[src/rtl/frame_downloader_if.sv]
// Bundle of the frame downloader's control, PSRAM-read and line-buffer signals.
// No logic: wires only, so it adds no latency.
// The arbiter applies backpressure by holding read_ack; the line buffer applies none.
//
// master : the downloader (drives read_rq/read_addr, the lb_* write port and status)
// slave  : the environment (arbiter, PSRAM data path, consumer, control)
interface frame_downloader_if;
    logic        start;
    logic [20:0] base_addr;
    logic        row_req;
    logic        read_ack;
    logic [31:0] read_data;
    logic        read_data_valid;
    logic        read_rq;
    logic [20:0] read_addr;
    logic [9:0]  lb_addr;
    logic        lb_bank;
    logic [31:0] lb_data;
    logic        lb_wr_en;
    logic        row_ready;
    logic        download_done;
    logic        busy;

    modport master (
        input  start, base_addr, row_req, read_ack, read_data, read_data_valid,
        output read_rq, read_addr, lb_addr, lb_bank, lb_data, lb_wr_en,
               row_ready, download_done, busy
    );

    modport slave (
        output start, base_addr, row_req, read_ack, read_data, read_data_valid,
        input  read_rq, read_addr, lb_addr, lb_bank, lb_data, lb_wr_en,
               row_ready, download_done, busy
    );
endinterface

[src/rtl/frame_downloader.sv]
// Reads a frame out of PSRAM row by row in bursts and fills a double-banked line buffer.
// Line-buffer write is registered (1 cycle after read_data_valid); status pulses decode from state.
// Stalls on read_ack (grant and its release) and paces rows on consumer row_req pulses.
//
// Ports: clk, reset_n (async, active low); bus (frame_downloader_if.master) carrying
//   start/base_addr, row_req, read_rq/read_addr/read_ack/read_data/read_data_valid,
//   lb_addr/lb_bank/lb_data/lb_wr_en, row_ready, download_done, busy.
// Optional: define FRAME_DOWNLOADER_TIMEOUT_EN to add a 16-bit grant/data watchdog
//   and a sticky 'error' output port.
module frame_downloader #(
    parameter int MEMORY_BURST = 32,
    parameter int FRAME_WIDTH  = 640,
    parameter int FRAME_HEIGHT = 480
) (
    input  logic clk,
    input  logic reset_n,
`ifdef FRAME_DOWNLOADER_TIMEOUT_EN
    output logic error,
`endif
    frame_downloader_if.master bus
);

    localparam int WORDS_PER_BURST = MEMORY_BURST / 4;
    localparam int ADDR_STEP       = MEMORY_BURST / 2;
    localparam int ROW_WORDS       = FRAME_WIDTH / 2;
    localparam int BURSTS_PER_ROW  = ROW_WORDS / WORDS_PER_BURST;

    localparam logic [4:0]  LAST_BEAT  = 5'(WORDS_PER_BURST - 1);
    localparam logic [9:0]  LAST_BURST = 10'(BURSTS_PER_ROW - 1);
    localparam logic [15:0] LAST_ROW   = 16'(FRAME_HEIGHT - 1);
    localparam logic [20:0] ADDR_INC   = 21'(ADDR_STEP);

    typedef enum logic [2:0] {
        S_IDLE,
        S_WAIT_ROW,
        S_REQ,
        S_DATA,
        S_BURST_END,
        S_ROW_END,
        S_FRAME_END
    } state_t;

    state_t      state;
    state_t      state_nxt;
    logic [20:0] frame_addr;
    logic [15:0] row_cnt;
    logic [9:0]  burst_cnt;
    logic [4:0]  beat_cnt;
    logic [9:0]  word_cnt;
    logic        bank;
    logic        row_pend;
    logic        lb_wr_en_q;
    logic [9:0]  lb_addr_q;
    logic [31:0] lb_data_q;

    logic        beat_take;
    logic        last_beat;
    logic        timeout_hit;

    // Data is only accepted while the burst is owned; anything else on
    // read_data_valid (stray beats, beats past the burst length) falls through.
    assign beat_take = (state == S_DATA) && bus.read_data_valid;
    assign last_beat = beat_take && (beat_cnt == LAST_BEAT);

`ifdef FRAME_DOWNLOADER_TIMEOUT_EN
    logic [15:0] wdog;
    logic        err_q;
    logic        in_burst;

    assign in_burst = (state == S_REQ) || (state == S_DATA);

    // Trips on the cycle the idle count would reach 0xFFFF, so a request that is
    // never granted spends exactly 65535 cycles in REQ before being abandoned.
    assign timeout_hit = in_burst && !bus.read_ack && !bus.read_data_valid &&
                         (wdog == 16'hFFFE);

    always_ff @(posedge clk or negedge reset_n) begin
        if (!reset_n) begin
            wdog  <= '0;
            err_q <= 1'b0;
        end else begin
            if (!in_burst || bus.read_ack || bus.read_data_valid)
                wdog <= '0;
            else
                wdog <= wdog + 16'd1;

            if ((state == S_IDLE) && bus.start)
                err_q <= 1'b0;
            else if (timeout_hit)
                err_q <= 1'b1;
        end
    end

    assign error = err_q;
`else
    assign timeout_hit = 1'b0;
`endif

    always_ff @(posedge clk or negedge reset_n) begin
        if (!reset_n)
            state <= S_IDLE;
        else
            state <= state_nxt;
    end

    always_comb begin
        state_nxt = state;
        case (state)
            S_IDLE:      if (bus.start) state_nxt = S_WAIT_ROW;
            S_WAIT_ROW:  if (row_pend) state_nxt = S_REQ;
            S_REQ:       if (bus.read_ack) state_nxt = S_DATA;
            S_DATA:      if (last_beat) state_nxt = S_BURST_END;
            // The next request waits for the arbiter to release the previous
            // grant, so a lingering read_ack can never be mistaken for a new one.
            S_BURST_END: if (!bus.read_ack)
                             state_nxt = (burst_cnt == LAST_BURST) ? S_ROW_END : S_REQ;
            S_ROW_END:   state_nxt = (row_cnt == LAST_ROW) ? S_FRAME_END : S_WAIT_ROW;
            S_FRAME_END: state_nxt = S_IDLE;
            default:     state_nxt = S_IDLE;
        endcase
        if (timeout_hit)
            state_nxt = S_FRAME_END;
    end

    always_ff @(posedge clk or negedge reset_n) begin
        if (!reset_n) begin
            frame_addr <= '0;
            row_cnt    <= '0;
            burst_cnt  <= '0;
            beat_cnt   <= '0;
            word_cnt   <= '0;
            bank       <= 1'b0;
            row_pend   <= 1'b0;
            lb_wr_en_q <= 1'b0;
            lb_addr_q  <= '0;
            lb_data_q  <= '0;
        end else begin
            lb_wr_en_q <= beat_take;
            if (beat_take) begin
                lb_addr_q <= word_cnt;
                lb_data_q <= bus.read_data;
                word_cnt  <= word_cnt + 10'd1;
            end

            if (state != S_DATA)
                beat_cnt <= '0;
            else if (beat_take)
                beat_cnt <= beat_cnt + 5'd1;

            // 21-bit add: the carry out of bit 20 is dropped, wrapping at 2^21.
            if (last_beat)
                frame_addr <= frame_addr + ADDR_INC;

            case (state)
                S_IDLE: begin
                    if (bus.start) begin
                        frame_addr <= bus.base_addr;
                        row_cnt    <= '0;
                        bank       <= 1'b0;
                    end
                end
                S_WAIT_ROW: begin
                    if (row_pend) begin
                        word_cnt  <= '0;
                        burst_cnt <= '0;
                    end
                end
                S_BURST_END: begin
                    if (!bus.read_ack && (burst_cnt != LAST_BURST))
                        burst_cnt <= burst_cnt + 10'd1;
                end
                S_ROW_END: begin
                    bank    <= ~bank;
                    row_cnt <= row_cnt + 16'd1;
                end
                default: ;
            endcase

            // One-deep request memory. A request landing in the same cycle that
            // WAIT_ROW consumes the flag keeps it set for the following row.
            if (state == S_IDLE)
                row_pend <= 1'b0;
            else if (bus.row_req)
                row_pend <= 1'b1;
            else if (state == S_WAIT_ROW)
                row_pend <= 1'b0;
        end
    end

    assign bus.read_rq       = (state == S_REQ) || (state == S_DATA);
    assign bus.read_addr     = frame_addr;
    assign bus.lb_addr       = lb_addr_q;
    assign bus.lb_bank       = bank;
    assign bus.lb_data       = lb_data_q;
    assign bus.lb_wr_en      = lb_wr_en_q;
    assign bus.row_ready     = (state == S_ROW_END);
    assign bus.download_done = (state == S_FRAME_END);
    // Low during the download_done pulse itself: busy covers start..done exclusive.
    assign bus.busy          = (state != S_IDLE) && (state != S_FRAME_END);

endmodule

[src/flat_wrapper.sv]
// flat-port wrapper written by rule: the top's interface ports become plain ports
module frame_downloader_flat 
#(
    parameter int MEMORY_BURST = 32,
    parameter int FRAME_WIDTH  = 640,
    parameter int FRAME_HEIGHT = 480
)
  (clk, reset_n, bus_start, bus_base_addr, bus_row_req, bus_read_ack, bus_read_data, bus_read_data_valid, bus_read_rq, bus_read_addr, bus_lb_addr, bus_lb_bank, bus_lb_data, bus_lb_wr_en, bus_row_ready, bus_download_done, bus_busy);
  frame_downloader_if bus_i ();
  input  logic clk;
  input  logic reset_n;
  input wire logic [$bits(bus_i.start)-1:0] bus_start;
  input wire logic [$bits(bus_i.base_addr)-1:0] bus_base_addr;
  input wire logic [$bits(bus_i.row_req)-1:0] bus_row_req;
  input wire logic [$bits(bus_i.read_ack)-1:0] bus_read_ack;
  input wire logic [$bits(bus_i.read_data)-1:0] bus_read_data;
  input wire logic [$bits(bus_i.read_data_valid)-1:0] bus_read_data_valid;
  output wire logic [$bits(bus_i.read_rq)-1:0] bus_read_rq;
  output wire logic [$bits(bus_i.read_addr)-1:0] bus_read_addr;
  output wire logic [$bits(bus_i.lb_addr)-1:0] bus_lb_addr;
  output wire logic [$bits(bus_i.lb_bank)-1:0] bus_lb_bank;
  output wire logic [$bits(bus_i.lb_data)-1:0] bus_lb_data;
  output wire logic [$bits(bus_i.lb_wr_en)-1:0] bus_lb_wr_en;
  output wire logic [$bits(bus_i.row_ready)-1:0] bus_row_ready;
  output wire logic [$bits(bus_i.download_done)-1:0] bus_download_done;
  output wire logic [$bits(bus_i.busy)-1:0] bus_busy;
  assign bus_i.start = bus_start;
  assign bus_i.base_addr = bus_base_addr;
  assign bus_i.row_req = bus_row_req;
  assign bus_i.read_ack = bus_read_ack;
  assign bus_i.read_data = bus_read_data;
  assign bus_i.read_data_valid = bus_read_data_valid;
  assign bus_read_rq = bus_i.read_rq;
  assign bus_read_addr = bus_i.read_addr;
  assign bus_lb_addr = bus_i.lb_addr;
  assign bus_lb_bank = bus_i.lb_bank;
  assign bus_lb_data = bus_i.lb_data;
  assign bus_lb_wr_en = bus_i.lb_wr_en;
  assign bus_row_ready = bus_i.row_ready;
  assign bus_download_done = bus_i.download_done;
  assign bus_busy = bus_i.busy;
  frame_downloader #(.MEMORY_BURST(MEMORY_BURST), .FRAME_WIDTH(FRAME_WIDTH), .FRAME_HEIGHT(FRAME_HEIGHT)) u_core (.clk(clk), .reset_n(reset_n), .bus(bus_i));
endmodule
[config.mk]
export PLATFORM = sky130hd
export DESIGN_NAME = frame_downloader_flat
export DESIGN_NICKNAME = d
export VERILOG_FILES = /design/src/rtl/frame_downloader_if.sv /design/src/rtl/frame_downloader.sv /design/src/flat_wrapper.sv
export SDC_FILE = /design/constraint.sdc
export NUM_CORES = 1
export LEC_CHECK = 0
export CAP_MARGIN = 10
export CORE_MARGIN = 4
export CORE_UTILIZATION = 36
export DETAILED_ROUTE_END_ITERATION = 10
export GPL_TIMING_DRIVEN = 0
export PLACE_DENSITY = 0.7
export RECOVER_POWER = 100
export SLEW_MARGIN = 15
export SYNTH_ARGS = -nofsm -noshare
export SYNTH_HDL_FRONTEND = slang
export SYNTH_SLANG_ARGS = --single-unit
export TNS_END_PERCENT = 10
[constraint.sdc]
create_clock -name clk -period 2.1 [get_ports clk]
set_input_delay 0.21 -clock clk [delete_from_list [all_inputs] [get_ports clk]]
set_output_delay 0.21 -clock clk [all_outputs]
set_load 0.1 [all_outputs]
==> results.py, run 1 <==
metrics = {
    "synthesis": {
        "synth_area_per_cell_um2": 10.8,
        "yosys_register_bits": 110,
        "synth_cells": 472,
        "synth_most_common_cell": "sky130_fd_sc_hd__dfrtp_1",
        "async_set_reset_flop_share_out_of_synthesis_pct": 100,
        "synth_sequential_area_ratio_pct": 53.8,
        "synth.cells.most_frequent": "sky130_fd_sc_hd__dfrtp_1 (110), sky130_fd_sc_hd__nand2_1 (65), sky130_fd_sc_hd__mux2_2 (43)",
        "cell_accounting_for_the_most_synthesized_area": "sky130_fd_sc_hd__dfrtp_1",
        "synth_edf_count": 0,
        "postSynthNetCount": 536,
        "synth_area_leaders": "sky130_fd_sc_hd__dfrtp_1 (54%), sky130_fd_sc_hd__mux2_2 (9.5%), sky130_fd_sc_hd__nand2_1 (4.8%), sky130_fd_sc_hd__o21ai_0 (3.3%), sky130_fd_sc_hd__xnor2_1 (3.1%)",
        "synth_warnings": 0,
        "netlist.area_leader.share_pct": 53.8,
        "dominantRegCellSynth": "sky130_fd_sc_hd__dfrtp_1",
        "synth.cell_area_um2": 5120,
        "ys_types": 47,
    },
    "sta": {
        "max-slew-margin-rel_pct": 20.5,
        "transition_time_of_the_tightest_slew_check_pin_ps": 1200,
        "final_period_util_pct": 98.4,
        "setup_viol": 0,
        "clock-skew-final_ps": 7.95,
        "hold_violations": 0,
        "grt_setup_unrepaired": "yes",
        "final.min_clock_period_ps": 2070,
        "fmax_ghz": 0.484,
        "layout_setup_ws_ps": 32.7,
        "report.final.slew_viol_count": 0,
    },
    "setup_path": {
        "worst_path_max_delay_cell": "sky130_fd_sc_hd__clkdlybuf4s50_1",
        "crit_type": "reg -> out",
        "worstPathArrival_ps": 1860,
        "crit_path_end_kind": "primary output",
        "worst_path_largest_cell_delay_ps": 1150,
        "critical_path_buf_inv_count": 1,
        "worst-path-max-fanout": 2,
        "cp_data_required_time_ps": 1890,
        "cp_cell_sequence": "clkdlybuf4s50_1",
        "setup.worst_path.start_class": "register",
        "r2r_setup_slack_ps": 130,
        "timing.critical_path.max_delay_family": "buffers and inverters",
    },
    "global_routing": {
        "initial_antenna_violation_count": 1,
        "grt_first_pass_wirelength_mm": 19.5,
        "first_global_vias": 4076,
        "pin_count_of_the_biggest_net_entering_global_routing": 67,
        "grt.overflow.total": 0,
        "groute.usage.overall_pct": 14.7,
    },
    "detailed_routing": {
        "post_drt_wl_per_cell_um": 15.0,
        "vias_per_cell": 4.98,
        "route.vias.total": 3966,
        "first_pass_iters": 4,
        "drt-initial-drc-count": 213,
        "ant_nets": 0,
        "wirelength_mm": 11.9,
        "drcViolationCount": 0,
    },
    "die": {
        "floorplan.initialDensity_pct": 36.9,
        "die_y_um": 127,
        "placement_rows": 43,
        "die-area_um2": 16200,
        "fp.coreArea_um2": 13900,
        "die_width_um": 127,
        "io_pins": 128,
    },
    "cts": {
        "clockRootBuffer": "sky130_fd_sc_hd__clkbuf_16",
        "htree_levels": 3,
        "cts_bufs_inserted": 9,
        "clkSinkCount": 110,
        "cts_setup_buffers": 0,
        "clk_transition_reported_paths_ps": 70,
        "clock_tree_from_tritoncts": "yes",
        "clock_insertion_delay_at_the_later_pin_of_the_skew_report_ps": 350,
        "clk_path_buf_depth": 2,
    },
    "place": {
        "gp_routability_congestion": 0.822,
        "place.detailed.hpwl_mm": 8.68,
        "place_ws_ps": -272,
        "post-place-cells": 779,
        "dpl-instance-area_um2": 6650,
        "buffer_ports.inserted": 126,
    },
    "finish": {
        "layout-area-overhead-vs-synth_pct": 33.6,
        "post-route-cell-area_um2": 6840,
        "seq_area_um2": 2760,
        "layout.cells.non_filler": 796,
        "antenna-diode-count": 0,
        "finalNetCount": 675,
        "drive_above_1_share_pct": 15.1,
        "fillerInstances": 1295,
        "multi_input_comb_area_um2": 2240,
    },
    "outcome": {
        "run_status": "completed",
    },
    "min_path": {
        "hold_class": "in -> reg",
    },
    "flow_run": {
        "max_cap_viol_count": 0,
    },
}
## per-layer routing
metal  part of all wire [%]  vias up  routed length, um  track usage [%]
met5                   0.10        -                 12                0
met4                   0.92        2                110             3.72
met3                    6.0       13                711             5.18
met2                     50       99               6010             25.1
met1                     43     1935               5080             17.8
li1                       -     1917                  -                -
## final cells by class
type                       count  share of cell area, %
clock buffer                  12                   3.75
buffer                        21                   1.54
inverter                       7                  0.384
sequential                   110                   40.3
timing repair buffer         128                   17.1
multi-input combinational    334                   32.8
clock inverter                 4                  0.805
tap                          180                   3.29
## worst reg2reg max path, cell delays in order (launching register included)
cell and delay, ps:
sky130_fd_sc_hd__dfrtp_1 430, sky130_fd_sc_hd__and4b_1 260, sky130_fd_sc_hd__clkbuf_2 280, sky130_fd_sc_hd__buf_4 250, sky130_fd_sc_hd__buf_2 270, sky130_fd_sc_hd__mux2_2 360
## sequential cells by signal (all words and copies together), names as in the netlist
signal and count:
u_core.bus.lb_addr 10, u_core.word_cnt 10, u_core.beat_cnt 5, u_core.bus.lb_wr_en 1
u_core.bus.read_addr 21, u_core.burst_cnt 10, u_core.bus.lb_data 32, u_core.bus.lb_bank 1
u_core.state 3, u_core.row_pend 1, u_core.row_cnt 16
## cells in the final DEF (no fill, tap or decap), types with 18 or more instances in the layout
master	count
sky130_fd_sc_hd__nor2_1	41
sky130_fd_sc_hd__nand2_1	65
sky130_fd_sc_hd__dfrtp_1	106
sky130_fd_sc_hd__xnor2_1	18
sky130_fd_sc_hd__xor2_1	18
sky130_fd_sc_hd__dlygate4sd2_1	18
sky130_fd_sc_hd__clkdlybuf4s50_1	91
sky130_fd_sc_hd__mux2_2	43
sky130_fd_sc_hd__nand3_1	19
sky130_fd_sc_hd__o21ai_0	34
sky130_fd_sc_hd__clkbuf_1	19
## path summary, 6_finish.rpt
check,endpoint,depth (start not counted),start
setup / recovery,bus_lb_data[25],1,u_core.bus.lb_data[25]$_DFFE_PN0N_
hold / removal,u_core.beat_cnt[0]$_DFFE_PN0P_,3,bus_read_data_valid
setup reg to reg,u_core.bus.lb_data[17]$_DFFE_PN0N_,5,u_core.state[2]$_DFFE_PN0P_
hold reg to reg,u_core.bus.read_addr[3]$_DFFE_PN0P_,2,u_core.bus.read_addr[3]$_DFFE_PN0P_
max in group asynchronous,u_core.bus.lb_addr[2]$_DFFE_PN0N_,3,reset_n
min in group asynchronous,u_core.row_cnt[1]$_DFFE_PN0P_,2,reset_n
## through the flow
| stage | hold slack (ps) | TNS [ps] | util, % |
|---|---|---|---|
| after floorplan | -85.6 | -11.1 | - |
| after global placement | 459 | -369840 | 47.7 |
| after detailed placement | 249 | -1100 | 47.9 |
| after CTS | 196 | 0 | 50.0 |
| after global routing | 226 | -84.5 | 49.3 |
| final | 207 | 0 | 49.3 |
## logic make-up (layout without fill, tap and decap cells)
group                    after synthesis  count (layout)  synth area share [%]
AND/OR/NAND/NOR                      186             186                  19.0
flip-flops                           110             110                  53.8
AO/OA/AOI/OAI                         56              56                  6.28
multiplexers                          51              51                  11.0
XOR/XNOR                              36              36                  6.16
buffers and inverters                 28             172                  2.57
adder cells (fa/ha/maj)                5               5                  1.22
## repair_timing
action,4_1_cts,5_1_grt
gates resized for setup,36,17
pin swaps,0,0
hold buffers,1,0
cloned,0,0
endpoints found under the hold margin,65,0
setup endpoints to repair,22,42
Power of run 1 is left out: the tool's default activity adds up to more than one toggle a clock period on the data nets, which glitch-free logic cannot reach.
==> run 2: changes to the inputs <==
==> constraint.sdc (replaced) <==
create_clock -name clk -period 2.1 [get_ports clk]
set_input_delay 0.21 -clock clk [delete_from_list [all_inputs] [get_ports clk]]
set_output_delay 0.21 -clock clk [all_outputs]
set_load 0.05 [all_outputs]
==> results.py, run 2 (synthesized netlist as in run 1, its figures left out) <==
metrics = {
    "finish": {
        "finalNetCount": 675,
        "layout-area-overhead-vs-synth_pct": 34.4,
        "drive_above_1_share_pct": 13.2,
        "layout.cells.most_common_list": "sky130_fd_sc_hd__dfrtp_1 (110), sky130_fd_sc_hd__dlygate4sd3_1 (66), sky130_fd_sc_hd__nand2_1 (65)",
        "post-route-cell-area_um2": 6890,
        "largest_register_ffs": 32,
        "post-route-util_pct": 49.6,
        "antenna-diode-count": 0,
        "layout.cells.non_filler": 795,
        "mostFrequentLayoutCell": "sky130_fd_sc_hd__dfrtp_1",
    },
    "place": {
        "dpl-instance-area_um2": 6640,
        "post-place-cells": 779,
        "place.detailed.hpwl_mm": 8.88,
        "place_ws_ps": -53.0,
        "gp_routability_congestion": 0.834,
        "buffer_ports.inserted": 126,
    },
    "flow_run": {
        "max_cap_viol_count": 0,
    },
    "cts": {
        "clock_tree_from_tritoncts": "yes",
        "htree_levels": 3,
        "clock_insertion_delay_at_the_later_pin_of_the_skew_report_ps": 350,
        "clkSinkCount": 110,
        "clockRootBuffer": "sky130_fd_sc_hd__clkbuf_16",
        "cts_setup_buffers": 0,
        "clk_transition_reported_paths_ps": 70,
        "cts_bufs_inserted": 9,
        "clk_path_buf_depth": 2,
    },
    "pwr": {
        "fin_total_pwr_mw": 9.88,
        "static-leakage-power_nw": 3.02,
        "powerDensity_nw_per_um2": 1440,
        "worst_ir_drop_vdd_v": 0.000796,
    },
    "detailed_routing": {
        "wirelength_mm": 12.0,
        "drcViolationCount": 0,
        "post_drt_wl_per_cell_um": 15.1,
        "first_pass_iters": 4,
        "drt-initial-drc-count": 218,
        "vias_per_cell": 5.04,
        "ant_nets": 0,
        "route.vias.total": 4006,
    },
    "global_routing": {
        "grt_first_pass_wirelength_mm": 20.1,
        "first_global_vias": 4092,
        "groute.usage.overall_pct": 15.2,
        "initial_antenna_violation_count": 1,
        "grt.overflow.total": 0,
        "pin_count_of_the_biggest_net_entering_global_routing": 60,
    },
    "sta": {
        "layout_setup_ws_ps": 90.9,
        "fmax_ghz": 0.498,
        "grt_setup_unrepaired": "yes",
        "report.final.slew_viol_count": 0,
        "transition_time_of_the_tightest_slew_check_pin_ps": 1460,
        "final.min_clock_period_ps": 2010,
        "final_period_util_pct": 95.7,
        "max-slew-margin-rel_pct": 2.46,
        "setup_viol": 0,
        "clock-skew-final_ps": 8.24,
        "hold_violations": 0,
    },
    "die": {
        "die_y_um": 127,
        "io_pins": 128,
        "floorplan.initialDensity_pct": 36.9,
        "placement_rows": 43,
        "die_width_um": 127,
        "die-area_um2": 16200,
        "fp.coreArea_um2": 13900,
    },
    "setup_path": {
        "worst-path-max-fanout": 10,
        "worstPathArrival_ps": 1800,
        "crit_path_end_kind": "primary output",
        "setup.worst_path.start_class": "register",
        "number_of_cells_on_the_worst_reg_to_reg_path": 7,
        "crit_type": "reg -> out",
        "cp_data_required_time_ps": 1890,
    },
    "min_path": {
        "min_path_cells": 3,
        "hold_class": "in -> reg",
    },
    "outcome": {
        "run_status": "completed",
    },
}
-- run 2: worst paths after layout --
| kind | start | to | slack (ps) |
|---|---|---|---|
| worst max-delay path | u_core.state[2]$_DFFE_PN0P_ | bus_read_rq | 90 |
| worst min-delay path | bus_read_data_valid | u_core.beat_cnt[0]$_DFFE_PN0P_ | 220 |
| min in group asynchronous | reset_n | u_core.bus.lb_data[26]$_DFFE_PN0N_ | 750 |
| max in group asynchronous | reset_n | u_core.bus.read_addr[1]$_DFFE_PN0P_ | 310 |
| worst max register to register | u_core.state[0]$_DFFE_PN0P_ | u_core.bus.read_addr[7]$_DFF_PN0_ | 130 |
| worst min register to register | u_core.bus.read_addr[2]$_DFFE_PN0P_ | u_core.bus.read_addr[2]$_DFFE_PN0P_ | 470 |
-- run 2: final cells by class --
class	count	area [um2]
multi-input cells	334	2220
well taps	180	225
clock buffers	11	243
clock inverters	4	47.5
fillers	1255	7000
inverters	7	26.3
flip-flops and latches	110	2750
plain buffers	21	103
repair buffers	128	1270
-- run 2: critical path, stage by stage, from the launching register on --
cell	delay, ps
sky130_fd_sc_hd__dfrtp_1	430
sky130_fd_sc_hd__buf_2	210
sky130_fd_sc_hd__nor2b_1	250
sky130_fd_sc_hd__clkdlybuf4s15_1	550
-- run 2: layer usage --
layer	share of wire [%]	vias up	global-route usage [%]
li1	-	1921	-
met1	43	1980	19.0
met2	51	89	25.5
met3	4.9	14	4.93
met4	1.6	2	3.91
met5	0.10	-	0
-- run 2: stage by stage --
step | hold slack [ps] | setup TNS [ps]
global route | 251 | -2310
CTS | 209 | -80.9
floorplan | -85.6 | 0
finish | 222 | 0
global placement | 464 | -361150
detailed placement | 223 | -414
-- run 2: repair_timing --
item | 4_1_cts | 5_1_grt
cloned | 0 | 0
endpoints found under the setup margin | 4 | 18
hold buffers | 1 | 0
resized for setup | 7 | 5
endpoints found under the hold margin | 58 | 0
-- run 2: report_power, final --
part	internal, mW	switching (mW)	total [mW]
Combinational	1.65	3.30	4.95
Sequential	2.76	0.470	3.23
Clock	0.948	0.754	1.70
No activity file was read; power rests on OpenSTA's default activity.
==> run 3: changes to the inputs <==
--- a/config.mk
+++ b/config.mk
@@ -6,12 +6,13 @@
 export NUM_CORES = 1
 export LEC_CHECK = 0
 export CAP_MARGIN = 10
-export CORE_MARGIN = 4
+export CORE_MARGIN = 1.5
 export CORE_UTILIZATION = 36
 export DETAILED_ROUTE_END_ITERATION = 10
 export GPL_TIMING_DRIVEN = 0
 export PLACE_DENSITY = 0.7
 export RECOVER_POWER = 100
+export REMOVE_ABC_BUFFERS = 1
 export SLEW_MARGIN = 15
 export SYNTH_ARGS = -nofsm -noshare
 export SYNTH_HDL_FRONTEND = slang
==> results.py, run 3 (synthesized netlist as in run 1, its figures left out) <==
metrics = {
    "outcome": {
        "run_status": "completed",
    },
    "global_routing": {
        "pin_count_of_the_biggest_net_entering_global_routing": 74,
        "groute.usage.overall_pct": 15.4,
        "initial_antenna_violation_count": 1,
        "grt_first_pass_wirelength_mm": 18.5,
        "first_global_vias": 3969,
        "grt.overflow.total": 0,
    },
    "cts": {
        "clkSinkCount": 110,
        "clock_tree_from_tritoncts": "yes",
        "cts_bufs_inserted": 9,
        "clk_transition_reported_paths_ps": 70,
        "clk_path_buf_depth": 2,
        "clock_insertion_delay_at_the_later_pin_of_the_skew_report_ps": 360,
        "htree_levels": 3,
        "clockRootBuffer": "sky130_fd_sc_hd__clkbuf_16",
    },
    "finish": {
        "multi_input_comb_area_um2": 2300,
        "post-route-util_pct": 50.2,
        "fillerInstances": 1259,
        "largest_register_ffs": 32,
        "layout-area-overhead-vs-synth_pct": 36.1,
        "mostFrequentLayoutCell": "sky130_fd_sc_hd__clkdlybuf4s50_1",
        "seq_area_um2": 2760,
        "antenna-diode-count": 0,
        "finalNetCount": 664,
        "layout.cells.most_common_list": "sky130_fd_sc_hd__clkdlybuf4s50_1 (122), sky130_fd_sc_hd__dfrtp_1 (107), sky130_fd_sc_hd__nand2_1 (65)",
        "drive_above_1_share_pct": 16.0,
    },
    "setup_path": {
        "number_of_cells_on_the_worst_reg_to_reg_path": 6,
        "worstReg2RegEnd": "u_core.bus.read_addr[15]$_DFF_PN0_",
        "worstPathArrival_ps": 1860,
        "worst-path-max-fanout": 19,
        "crit_path_end_kind": "primary output",
        "r2r_setup_slack_ps": 180,
        "crit_end": "bus_row_ready",
        "r2r_startpoint": "u_core.state[2]$_DFFE_PN0P_",
        "cp_data_required_time_ps": 1890,
        "crit_type": "reg -> out",
        "setup.worst_path.start_class": "register",
        "worst_setup_path_startpoint": "u_core.state[1]$_DFFE_PN0P_",
    },
    "sta": {
        "hold_violations": 0,
        "final_period_util_pct": 98.6,
        "transition_time_of_the_tightest_slew_check_pin_ps": 1080,
        "max-slew-margin-rel_pct": 27.7,
        "final_worst_hold_slack_ps": 387,
        "grt_setup_unrepaired": "yes",
        "clock-skew-final_ps": 4.75,
        "fmax_ghz": 0.483,
        "report.final.slew_viol_count": 0,
        "final.min_clock_period_ps": 2070,
        "setup_viol": 0,
    },
    "place": {
        "buffer_ports.inserted": 127,
        "gp_routability_congestion": 0.838,
        "place.detailed.hpwl_mm": 7.68,
    },
    "pwr": {
        "worst_ir_drop_vdd_v": 0.000949,
        "power.share.clock_pct": 16.7,
        "p_switching_mw": 4.60,
        "fin_total_pwr_mw": 10.1,
        "p_int_mw": 5.47,
        "static-leakage-power_nw": 2.93,
        "power_switching_share_pct": 45.7,
        "power.share.sequential_pct": 33.7,
        "powerDensity_nw_per_um2": 1440,
        "pwr-share-comb_pct": 49.6,
    },
    "die": {
        "die-area_um2": 15000,
        "die_width_um": 122,
        "placement_rows": 43,
        "die_y_um": 122,
        "fp.coreArea_um2": 13900,
        "io_pins": 128,
        "floorplan.initialDensity_pct": 36.9,
    },
    "detailed_routing": {
        "ant_nets": 0,
        "route.vias.total": 4024,
        "vias_per_cell": 5.13,
        "drcViolationCount": 0,
        "wirelength_mm": 11.2,
        "post_drt_wl_per_cell_um": 14.3,
        "first_pass_iters": 4,
        "drt-initial-drc-count": 139,
    },
    "flow_run": {
        "max_cap_viol_count": 0,
    },
    "min_path": {
        "min_path_cells": 3,
        "hold_class": "in -> reg",
    },
}
## run 3: area by class of cell
type,instances,share of cell area (%)
repair buffers,137,19.7
multi-input cells,335,33.0
well taps,180,3.23
flip-flops and latches,110,39.5
clock inverters,6,0.772
clock buffers,10,3.43
inverters,7,0.377
## run 3: critical path: stages (launching register included)
cell and delay (ps):
sky130_fd_sc_hd__dfrtp_2 540, sky130_fd_sc_hd__nand3b_1 360, sky130_fd_sc_hd__inv_2 200, sky130_fd_sc_hd__clkdlybuf4s15_2 400
## run 3: power groups by stage
| stage | clock network, mW | logic (mW) | registers, mW |
|---|---|---|---|
| detailed placement | 0 | 5.01 | 3.42 |
| finish | 1.68 | 4.99 | 3.40 |
| global placement | 0 | 4.91 | 3.36 |
| floorplan | 0 | 1.45 | 5.19 |
| CTS | 1.74 | 5.01 | 3.39 |
| global route | 1.83 | 5.30 | 3.51 |
## run 3: how the worst min path moves through the flow
stage,start,endpoint
6_report,bus_base_addr[15],u_core.bus.read_addr[15]$_DFF_PN0_
5_1_grt,bus_base_addr[17],u_core.bus.read_addr[17]$_DFF_PN0_
4_1_cts,reset_n,u_core.bus.lb_wr_en$_DFF_PN0_
3_5_place_dp,reset_n,u_core.bus.lb_wr_en$_DFF_PN0_
3_3_place_gp,u_core.bus.read_addr[3]$_DFFE_PN0P_,u_core.bus.read_addr[3]$_DFFE_PN0P_
2_1_floorplan,reset_n,u_core.beat_cnt[0]$_DFFE_PN0P_
## run 3: repair_timing
item,4_1_cts,5_1_grt
endpoints found under the setup margin,53,35
gates cloned,0,1
hold endpoints to repair,37,0
hold buffers,1,0
pin swaps,9,1
gates resized for setup,20,6
buffers inserted,0,4
## run 3: metal layers
layer	vias to the layer above	GRT usage, %	part of all wire, %
met5	-	0	0
met2	128	25.3	47
met4	0	3.05	0.71
met1	1988	18.6	42
met3	8	7.20	10
li1	1900	-	-
## run 3: through the flow
stage / worst slack, ps / cells / area, um2 / TNS [ps]
floorplan: -1190 / 451 / 5020 / -54110
global placement: -3400 / 758 / 6510 / -505850
detailed placement: -481 / 763 / 6600 / -12360
CTS: -205 / 780 / 6940 / -1820
global route: -84.9 / 785 / 6970 / -92.7
finish: 28.7 / 785 / 6970 / 0
